`config.mk`:
```
export PLATFORM = sky130hd
export DESIGN_NAME = sd_stream_scheduler
export DESIGN_NICKNAME = d
export VERILOG_FILES = /design/src/rtl/sd_stream_pkg.sv /design/src/rtl/block_watchdog.sv /design/src/rtl/sd_stream_scheduler.sv
export SDC_FILE = /design/constraint.sdc
export NUM_CORES = 1
export LEC_CHECK = 0
export ABC_AREA = 1
export BUFFER_PORTS_ARGS = -buffer_cell sky130_fd_sc_hd__buf_2
export CAP_MARGIN = 20
export CELL_PAD_IN_SITES_DETAIL_PLACEMENT = 1
export CELL_PAD_IN_SITES_GLOBAL_PLACEMENT = 1
export CORE_UTILIZATION = 42
export CTS_CLUSTER_DIAMETER = 200
export DETAILED_ROUTE_END_ITERATION = 7
export GPL_TIMING_DRIVEN = 0
export PLACE_DENSITY_LB_ADDON = 0.1
export SLEW_MARGIN = 0
export SYNTH_ARGS = -nofsm -noshare
export SYNTH_HDL_FRONTEND = slang
export SYNTH_SLANG_ARGS = --single-unit
```
`constraint.sdc`:
```
create_clock -name clk_25mhz -period 3.7 [get_ports clk_25mhz]
set_clock_uncertainty 0.1 [all_clocks]
set_input_delay 0 -clock clk_25mhz [delete_from_list [all_inputs] [get_ports clk_25mhz]]
set_output_delay 0 -clock clk_25mhz [all_outputs]
set_load 0.01 [all_outputs]
```
`src/rtl/sd_stream_pkg.sv`:
```
// Shared types and song table for the SD block streaming scheduler.
package sd_stream_pkg;

  localparam int NUM_SONGS   = 4;
  localparam int BLOCK_BYTES = 512;

  typedef enum logic [2:0] {
    IDLE, ISSUE, WAIT_DONE, THROTTLE, DRAIN, STOPPING, ERROR
  } sched_state_t;

  // Byte ranges of each song on the card; entry [0] is the rightmost word.
  localparam logic [NUM_SONGS-1:0][31:0] SONG_START = {
    32'd39_999_488, 32'd27_000_320, 32'd14_061_056, 32'd0
  };
  localparam logic [NUM_SONGS-1:0][31:0] SONG_END = {
    32'd52_000_256, 32'd39_999_488, 32'd27_000_320, 32'd14_060_960
  };

endpackage

```
`src/rtl/block_watchdog.sv`:
```
// Per-block watchdog: counts enabled cycles, pulses expired once at the limit.
module block_watchdog #(
  parameter int TIMEOUT_CYCLES = 2_500_000,
  localparam int CW = (TIMEOUT_CYCLES > 1) ? $clog2(TIMEOUT_CYCLES) : 1
) (
  input  logic clk_25mhz,
  input  logic rst,
  input  logic clr,
  input  logic en,
  output logic expired
);

  logic [CW-1:0] cnt;

  assign expired = en && (cnt == CW'(TIMEOUT_CYCLES - 1));

  // Count while enabled; restart after expiry so the pulse is a single cycle.
  always_ff @(posedge clk_25mhz) begin
    if (rst || clr)  cnt <= '0;
    else if (en)     cnt <= expired ? '0 : cnt + CW'(1);
  end

endmodule

```
`src/rtl/sd_stream_scheduler.sv`:
```
// Sequences SD block reads for one song into the audio FIFO, with FIFO
// throttling, a per-block watchdog and bounded retry of a stalled block.
module sd_stream_scheduler
  import sd_stream_pkg::*;
#(
  parameter int NUM_SONGS      = sd_stream_pkg::NUM_SONGS,
  parameter int BLOCK_BYTES    = sd_stream_pkg::BLOCK_BYTES,
  parameter int TIMEOUT_CYCLES = 2_500_000,
  parameter int MAX_RETRY      = 3,
  parameter logic [NUM_SONGS-1:0][31:0] SONG_START_TBL = SONG_START,
  parameter logic [NUM_SONGS-1:0][31:0] SONG_END_TBL   = SONG_END,
  localparam int SEL_W = $clog2(NUM_SONGS),
  localparam int RTW   = $clog2(MAX_RETRY + 1)
) (
  input  logic             clk_25mhz,
  input  logic             rst,
  input  logic [SEL_W-1:0] song_sel,
  input  logic             play,
  input  logic             stop,
  input  logic             sd_done,
  input  logic             fifo_prog_empty,
  input  logic             fifo_empty,
  output logic             sd_read,
  output logic [31:0]      sd_addr,
  output logic             fifo_ready,
  output logic             busy,
  output logic             error,
  output logic [23:0]      blocks_read
);

  sched_state_t   state, nxt;
  logic [31:0]    end_addr, addr_nxt, sel_start, sel_end;
  logic [RTW-1:0] retry;
  logic           wd_clr, wd_en, wd_exp;
  logic           load, adv, retry_inc;

  assign addr_nxt = sd_addr + 32'(BLOCK_BYTES);

  block_watchdog #(.TIMEOUT_CYCLES(TIMEOUT_CYCLES)) u_wd (
    .clk_25mhz (clk_25mhz),
    .rst       (rst),
    .clr       (wd_clr),
    .en        (wd_en),
    .expired   (wd_exp)
  );

  // Song table lookup; out-of-range selections fall back to song 0.
  always_comb begin
    sel_start = SONG_START_TBL[0];
    sel_end   = SONG_END_TBL[0];
    if ({{(32-SEL_W){1'b0}}, song_sel} < 32'(NUM_SONGS)) begin
      sel_start = SONG_START_TBL[song_sel];
      sel_end   = SONG_END_TBL[song_sel];
    end
  end

  // State register.
  always_ff @(posedge clk_25mhz) begin
    if (rst) state <= IDLE;
    else     state <= nxt;
  end

  // Next state and per-cycle actions; sd_done beats expiry, stop beats both.
  always_comb begin
    nxt       = state;
    wd_clr    = 1'b0;
    wd_en     = 1'b0;
    load      = 1'b0;
    adv       = 1'b0;
    retry_inc = 1'b0;
    case (state)
      IDLE, ERROR: if (play && !stop) begin
        load = 1'b1;
        nxt  = (sel_start >= sel_end) ? IDLE : ISSUE;
      end
      ISSUE: begin
        wd_clr = 1'b1;
        nxt    = stop ? IDLE : WAIT_DONE;
      end
      WAIT_DONE: begin
        wd_en = 1'b1;
        if (stop) nxt = sd_done ? IDLE : STOPPING;
        else if (sd_done) begin
          adv = 1'b1;
          nxt = (addr_nxt >= end_addr) ? DRAIN : THROTTLE;
        end else if (wd_exp) begin
          if (retry == RTW'(MAX_RETRY)) nxt = ERROR;
          else begin
            retry_inc = 1'b1;
            nxt       = ISSUE;
          end
        end
      end
      THROTTLE: begin
        if (stop)                 nxt = IDLE;
        else if (fifo_prog_empty) nxt = ISSUE;
      end
      DRAIN:    if (stop || fifo_empty) nxt = IDLE;
      STOPPING: begin
        wd_en = 1'b1;
        if (sd_done || wd_exp) nxt = IDLE;
      end
      default:  nxt = IDLE;
    endcase
  end

  // Registered outputs and datapath.
  always_ff @(posedge clk_25mhz) begin
    if (rst) begin
      sd_read     <= 1'b0;
      sd_addr     <= '0;
      end_addr    <= '0;
      fifo_ready  <= 1'b0;
      busy        <= 1'b0;
      error       <= 1'b0;
      blocks_read <= '0;
      retry       <= '0;
    end else begin
      sd_read <= (state == ISSUE) && !stop;
      busy    <= !(nxt == IDLE || nxt == ERROR);
      error   <= (nxt == ERROR);
      if (load) begin
        sd_addr     <= sel_start;
        end_addr    <= sel_end;
        blocks_read <= '0;
        retry       <= '0;
      end
      if (adv) begin
        sd_addr     <= addr_nxt;
        blocks_read <= blocks_read + 24'd1;
        retry       <= '0;
      end
      if (retry_inc) retry <= retry + RTW'(1);
      if (nxt == IDLE || nxt == ERROR) fifo_ready <= 1'b0;
      else if (adv)                    fifo_ready <= 1'b1;
    end
  end

endmodule

```
* Word-level counts from Yosys, hierarchy flattened *
Cells that the tools add are included.

storage, ports and cells
  input bits = 9
  logic and storage cells = 80
  output and inout port bits = 60
  register bits after elaboration = 119

cells by class
  magnitude comparators = 3
  reductions and logical operators = 16
  equality and inequality tests = 9
  add/subtract/negate cells = 4
  multiplexer cells = 38

operators by type and width
  operator                                                     count
  binary-select mux 32 bit (select 2 bit)                      2
  2-to-1 mux 32 bit                                            4
  greater-or-equal comparator 32 bit                           2
  2-to-1 mux 24 bit                                            2
  2-to-1 mux 3 bit                                             11
  adder 32 x 10 -> 32 bit (second input constant)              1
  adder 24 x 1 -> 24 bit (second input constant)               1
  adder 22 x 1 -> 22 bit (second input constant)               1
  == test 22 bit (second input constant)                       1
  2-to-1 mux 22 bit                                            1
  case mux 3 bit (6 select lines)                              1
  2-to-1 mux 1 bit                                             13
  == test 3 bit (second input constant)                        4
  2-to-1 mux 2 bit                                             4
  == test 3 x 2 -> 1 bit (second input constant)               2
  logical NOT 3 bit                                            2
  OR reduction 2 bit                                           3
  logical OR 1 bit                                             4
  == test 3 x 1 -> 1 bit (second input constant)               1
  logical AND 1 bit                                            3
  less-than comparator 2 x 3 -> 1 bit (second input constant)  1
  nonzero test 3 bit                                           1
  adder 2 x 1 -> 2 bit (second input constant)                 1
  == test 2 bit (second input constant)                        1
  other kinds (2)                                              3

* Depth between registers and ports, before layout *
  word-level depth = 11
  mapped depth = 22
  gate-level depth less buffers = 22

* Hierarchy *
Synthesis repeated with hierarchy kept, for this count alone.

unflattened totals
  cells, all modules = 798
  area, all modules = 5,368.9 um^2

modules (own cells, without submodules)
  module               times used  seq. area each (um^2)  cells each  area an instance (um^2)
  sd_stream_scheduler  1           1,301.2                602         4,075.2
  block_watchdog       1           440.4                  196         1,293.7

* Worst setup path before layout *
Ideal clock, no wire load.

  path type = flip-flop to flip-flop
  start point = register sd_addr[9]
  end point = register fifo_ready
  required time = 3.487 ns
  stages on the path, launching flop included = 22
  clock period less this slack = 2.826 ns
  setup slack = 0.874 ns
  arrival time = 2.612 ns
  path through = dfxtp_1 ha_1 nand3_1 nor2_1 nand2_1 nor2_1 xor2_1 ha_1 a21oi_1 o21ai_0 a21oi_1 nand2_1 nand2_1 nand3_1 nand2_1 nand2_1 nand2_1 nand2_1 nor2_1 nand2_1 nand2_1 nor2_1

on the way
  cells in the longest elaborated chain, start to end = 9
  elaborated cells on any way between the ends = 10
  those cells by class = add/sub (1); order compare (1); eq/ne (1); mux (4); reduce/logical (3)

RTL lines
  element                                                    RTL line                    RTL
  from (decl)                                                sd_stream_scheduler.sv:24   output logic [31:0] sd_addr,
  from (signal assigned)                                     sd_stream_scheduler.sv:123  sd_addr <= sel_start;
  from (signal assigned)                                     sd_stream_scheduler.sv:129  sd_addr <= addr_nxt;
  adder 32 x 10 -> 32 bit (*)                                sd_stream_scheduler.sv:37   assign addr_nxt = sd_addr + 32'(BLOCK_BYTES);
  greater-or-equal comparator 32 bit (*)                     sd_stream_scheduler.sv:85   nxt = (addr_nxt >= end_addr) ? DRAIN : THROTTLE;
  2-to-1 mux 3 bit (*)                                       sd_stream_scheduler.sv:85
  2-to-1 mux 3 bit (*)                                       sd_stream_scheduler.sv:83   else if (sd_done) begin
  2-to-1 mux 3 bit (*)                                       sd_stream_scheduler.sv:82   if (stop) nxt = sd_done ? IDLE : STOPPING;
  case mux 3 bit (6 select lines) (*)                        sd_stream_scheduler.sv:71   case (state)
  == test 3 bit / logical NOT 3 bit (equally long branches)  sd_stream_scheduler.sv:134  if (nxt == IDLE || nxt == ERROR) fifo_ready <= 1'b0;
  logical OR 1 bit (*)                                       sd_stream_scheduler.sv:134
  OR reduction 2 bit (no line) (*)                           n/a
  to (signal assigned)                                       sd_stream_scheduler.sv:113  fifo_ready <= 1'b0;
  to (signal assigned)                                       sd_stream_scheduler.sv:134
  to (signal assigned)                                       sd_stream_scheduler.sv:135  else if (adv) fifo_ready <= 1'b1;
  to (decl)                                                  sd_stream_scheduler.sv:25   output logic fifo_ready,

Every way passes the cells marked *; elsewhere a longest branch is shown, timed or not.
A chain may end at the register's enable or synchronous reset.

* Final worst setup path *
  start point = register sd_addr[10]
  end point = register busy

on the way
  cells in the longest elaborated chain, start to end = 9
  elaborated cells on any way between the ends = 10
  those cells by class = add/sub (1); order compare (1); eq/ne (1); mux (4); reduce/logical (3)

RTL lines
  element                                                    RTL line                    RTL
  adder 32 x 10 -> 32 bit (*)                                sd_stream_scheduler.sv:37
  greater-or-equal comparator 32 bit (*)                     sd_stream_scheduler.sv:85
  2-to-1 mux 3 bit (*)                                       sd_stream_scheduler.sv:85
  2-to-1 mux 3 bit (*)                                       sd_stream_scheduler.sv:83
  2-to-1 mux 3 bit (*)                                       sd_stream_scheduler.sv:82
  case mux 3 bit (6 select lines) (*)                        sd_stream_scheduler.sv:71
  == test 3 bit / logical NOT 3 bit (equally long branches)  sd_stream_scheduler.sv:120  busy <= !(nxt == IDLE || nxt == ERROR);
  logical OR 1 bit (*)                                       sd_stream_scheduler.sv:120
  logical NOT 1 bit (*)                                      sd_stream_scheduler.sv:120
  to (signal assigned)                                       sd_stream_scheduler.sv:120
  to (decl)                                                  sd_stream_scheduler.sv:26   output logic busy,

Marks and branches as above.

==> metrics.yaml <==
grtUsageTotal_pct: 26.1
fin_crit_ps: 3300
reg2reg_depth: 21
cts_buffer_depth: 2
multi_input_area_um2: 3020
rsz0062_at_grt: "no"
drtIter0Drc: 207
power.total_uw: 2180
hpwl_mm: 12.1
path_class: "flip-flop to flip-flop"
cp_max_fo: 5
die_area_um2: 12700
regArea_um2: 1740
r2r_end: "busy$_SDFF_PP0_"
endpoint_kind: "flip-flop"
syn_inst: 744
fin_setup_tns_ps: 0
grt_pass1_wl_mm: 26.0
dieHeight_um: 113
grt_max_degree: 16
p_comb_share_pct: 11.1
avgRoutedWirePerCell_um: 16.4
setup_violations: 0
synth_seq_cells: 87
max-vdd-ir-drop_uv: 231
synthTopCellsByArea: "dfxtp_1, nand2_1, ha_1"
clock-sinks: 87
clkPwrFrac_pct: 44.2
cts_made_buffers: 9
clk_latency_ps: 350
final_common_cell: "nand2_1"
core_um2: 12000
io_buffers: 58
antenna_found_initial: 0
cts_tree: "yes"
place_congestion: 0.878
routed_via_density: 5.41
antennaDiodeCount: 0
rrSetupSlack_ps: 400
cp-start-kind: "flip-flop"
dp_cells: 957
whs_ps: 43.6
seqPwrFrac_pct: 44.7
place_ws_ps: 73.7
fmax_mhz: 303
startpoint: "sd_addr[10]$_SDFFE_PP0P_"
layout_setup_ws_ps: 398
vias: 5295
drive_gt1_share_pct: 14.0
p_leak_uw: 0.00254
grt_pass1_vias: 5163
routed_wl_mm: 16.0
fin_cells: 978
status: "completed"
yosys.area.top_type_share_pct: 33.8
rr_startpoint: "sd_addr[10]$_SDFFE_PP0P_"
io-pin-count: 69
post-route-period-util_pct: 89.2
drt_pre_antenna_iters: 4
swShare_pct: 27.4
cts_max_level: 3
final_cell_mix: "nand2_1, dfxtp_1, inv_1, nor2_1, a21oi_1"
num-fill-cells: 1580
holdCritPathClass: "primary input to flip-flop"
maxCapViolations: 0
fp.dieW_um: 113
overflow: 0
start_util_pct: 43.1
synth_top_area_cell: "dfxtp_1"
synth_area_um2: 5150
avgSynthCellArea_um2: 6.93
crit_end: "busy$_SDFF_PP0_"
power_density_nw_per_um2: 362
slew_viol_final: 0
path_clk_slew_ps: 70
finalNetCount: 864
intPower_uw: 1590
synth_warnings: 0
synth.distinct_cells: 48
ant_nets: 0
hold_violations: 0
ys_seq_area_share_pct: 33.8
cp.required_ps: 3850
slew_headroom_pct: 39.0
arrival_ps: 3450
power.switching_uw: 598
post-route-drc-count: 0
worst_slew_pin_slew_ps: 907
row_count: 40
clockRootBuffer: "clkbuf_16"
area_growth_pct: 17.1
-- worst min-delay path by stage --
stage | start | to | slack [ps] | cells past startpoint
after floorplan | song_sel[0] | end_addr[24]$_SDFFE_PP0P_ | 70 | 2
after global placement | sd_done | retry[1]$_SDFFE_PP0P_ | 270 | 4
after detailed placement | fifo_prog_empty | state[1]$_SDFF_PP0_ | 270 | 3
after CTS | fifo_empty | state[2]$_SDFF_PP0_ | 20 | 6
after global routing | fifo_empty | state[2]$_SDFF_PP0_ | 90 | 6
final | fifo_empty | state[2]$_SDFF_PP0_ | 40 | 6
-- worst max-delay path, cell delays in order (launching register included) --
cell,delay [ps]
dfxtp_1,400
ha_1,260
nand3_2,170
nor2_4,160
nand2_1,100
nor2_1,180
xor2_1,270
ha_1,300
a21oi_1,120
o21ai_0,90
a21oi_1,130
nand2_1,90
nand2_1,70
nand3_1,100
nand2_1,120
nand2_1,70
nand2_1,90
nand2_1,90
nor2_1,100
nand2_1,60
nand2_1,100
inv_1,50
-- layer usage --
| metal | global-route usage (%) | vias up | wire length [um] |
|---|---|---|---|
| met1 | 34.2 | 2546 | 7500 |
| met5 | 0 | - | 0 |
| met4 | 7.64 | 0 | 258 |
| met2 | 44.2 | 104 | 7630 |
| met3 | 4.07 | 23 | 611 |
| li1 | - | 2622 | - |
-- registers in the layout, indices dropped and copies added, names as in the netlist --
name and count:
sd_addr 23, u_wd.cnt 22, sd_read 1, fifo_ready 1, busy 1, retry 2
state 3, blocks_read 24, end_addr 9, error 1
-- cells by family after synthesis --
logic type | after synthesis | share of synthesized area (%)
DFF | 87 | 33.8
xor gates and xnor gates | 18 | 3.06
buffers and inverters | 109 | 8.60
other | 1 | 0.0728
adders and majority gates | 29 | 7.04
AOI/OAI and AO/OA | 140 | 15.6
and+or+nand+nor | 360 | 31.9
-- Yosys cell counts (all sizes together) --
| cell type | number |
|---|---|
| nand2 | 185 |
| dfxtp | 87 |
| inv | 82 |
| nor2 | 79 |
| a21oi | 69 |
| nand3 | 48 |
| o21ai | 34 |
| ha | 29 |
| nor3 | 20 |
| nand4 | 16 |
| buf | 12 |
| clkbuf | 12 |
| xor2 | 12 |
| a31oi | 9 |
| a211oi | 8 |
| nor4 | 7 |
| xnor2 | 6 |
| o21a | 4 |
| a221oi | 3 |
| clkinv | 3 |
| o22ai | 2 |
| o311a | 2 |
| o31ai | 2 |
| a21o | 1 |
| a22oi | 1 |
| a311oi | 1 |
| and3 | 1 |
| conb | 1 |
| nand3b | 1 |
| nor3b | 1 |
| o211a | 1 |
| o211ai | 1 |
| o21bai | 1 |
| o41ai | 1 |
| or2 | 1 |
| or3 | 1 |
-- final cells by class --
type	count	share of cell area, %
flip-flops and latches	87	28.9
repair buffers	63	5.64
clock buffers	11	4.02
plain buffers	24	2.05
well taps	147	3.05
multi-input cells	556	50.0
inverters	85	5.29
clock inverters	5	1.06
-- stage by stage --
stage,cell area (um2),utilization (%)
after floorplan,5180,-
after CTS,6010,50.3
after detailed placement,5660,47.3
after global placement,5660,47.3
after global routing,6030,50.4
final,6030,50.4
-- timing repair --
| item | in CTS | in global routing |
|---|---|---|
| endpoints found under the hold margin | 8 | 0 |
| buffers inserted | 0 | 0 |
| hold buffers | 5 | 0 |
| gates resized for setup | 0 | 5 |
| endpoints found under the setup margin | 0 | 3 |
-- power by group through the flow --
stage | sequential, uW | clock, uW | combinational (uW)
after floorplan | 996 | 0 | 154
after global placement | 995 | 0 | 225
after detailed placement | 996 | 0 | 236
after CTS | 975 | 973 | 242
after global routing | 978 | 1010 | 273
final | 976 | 966 | 243
No activity file was read; power rests on OpenSTA's default activity.
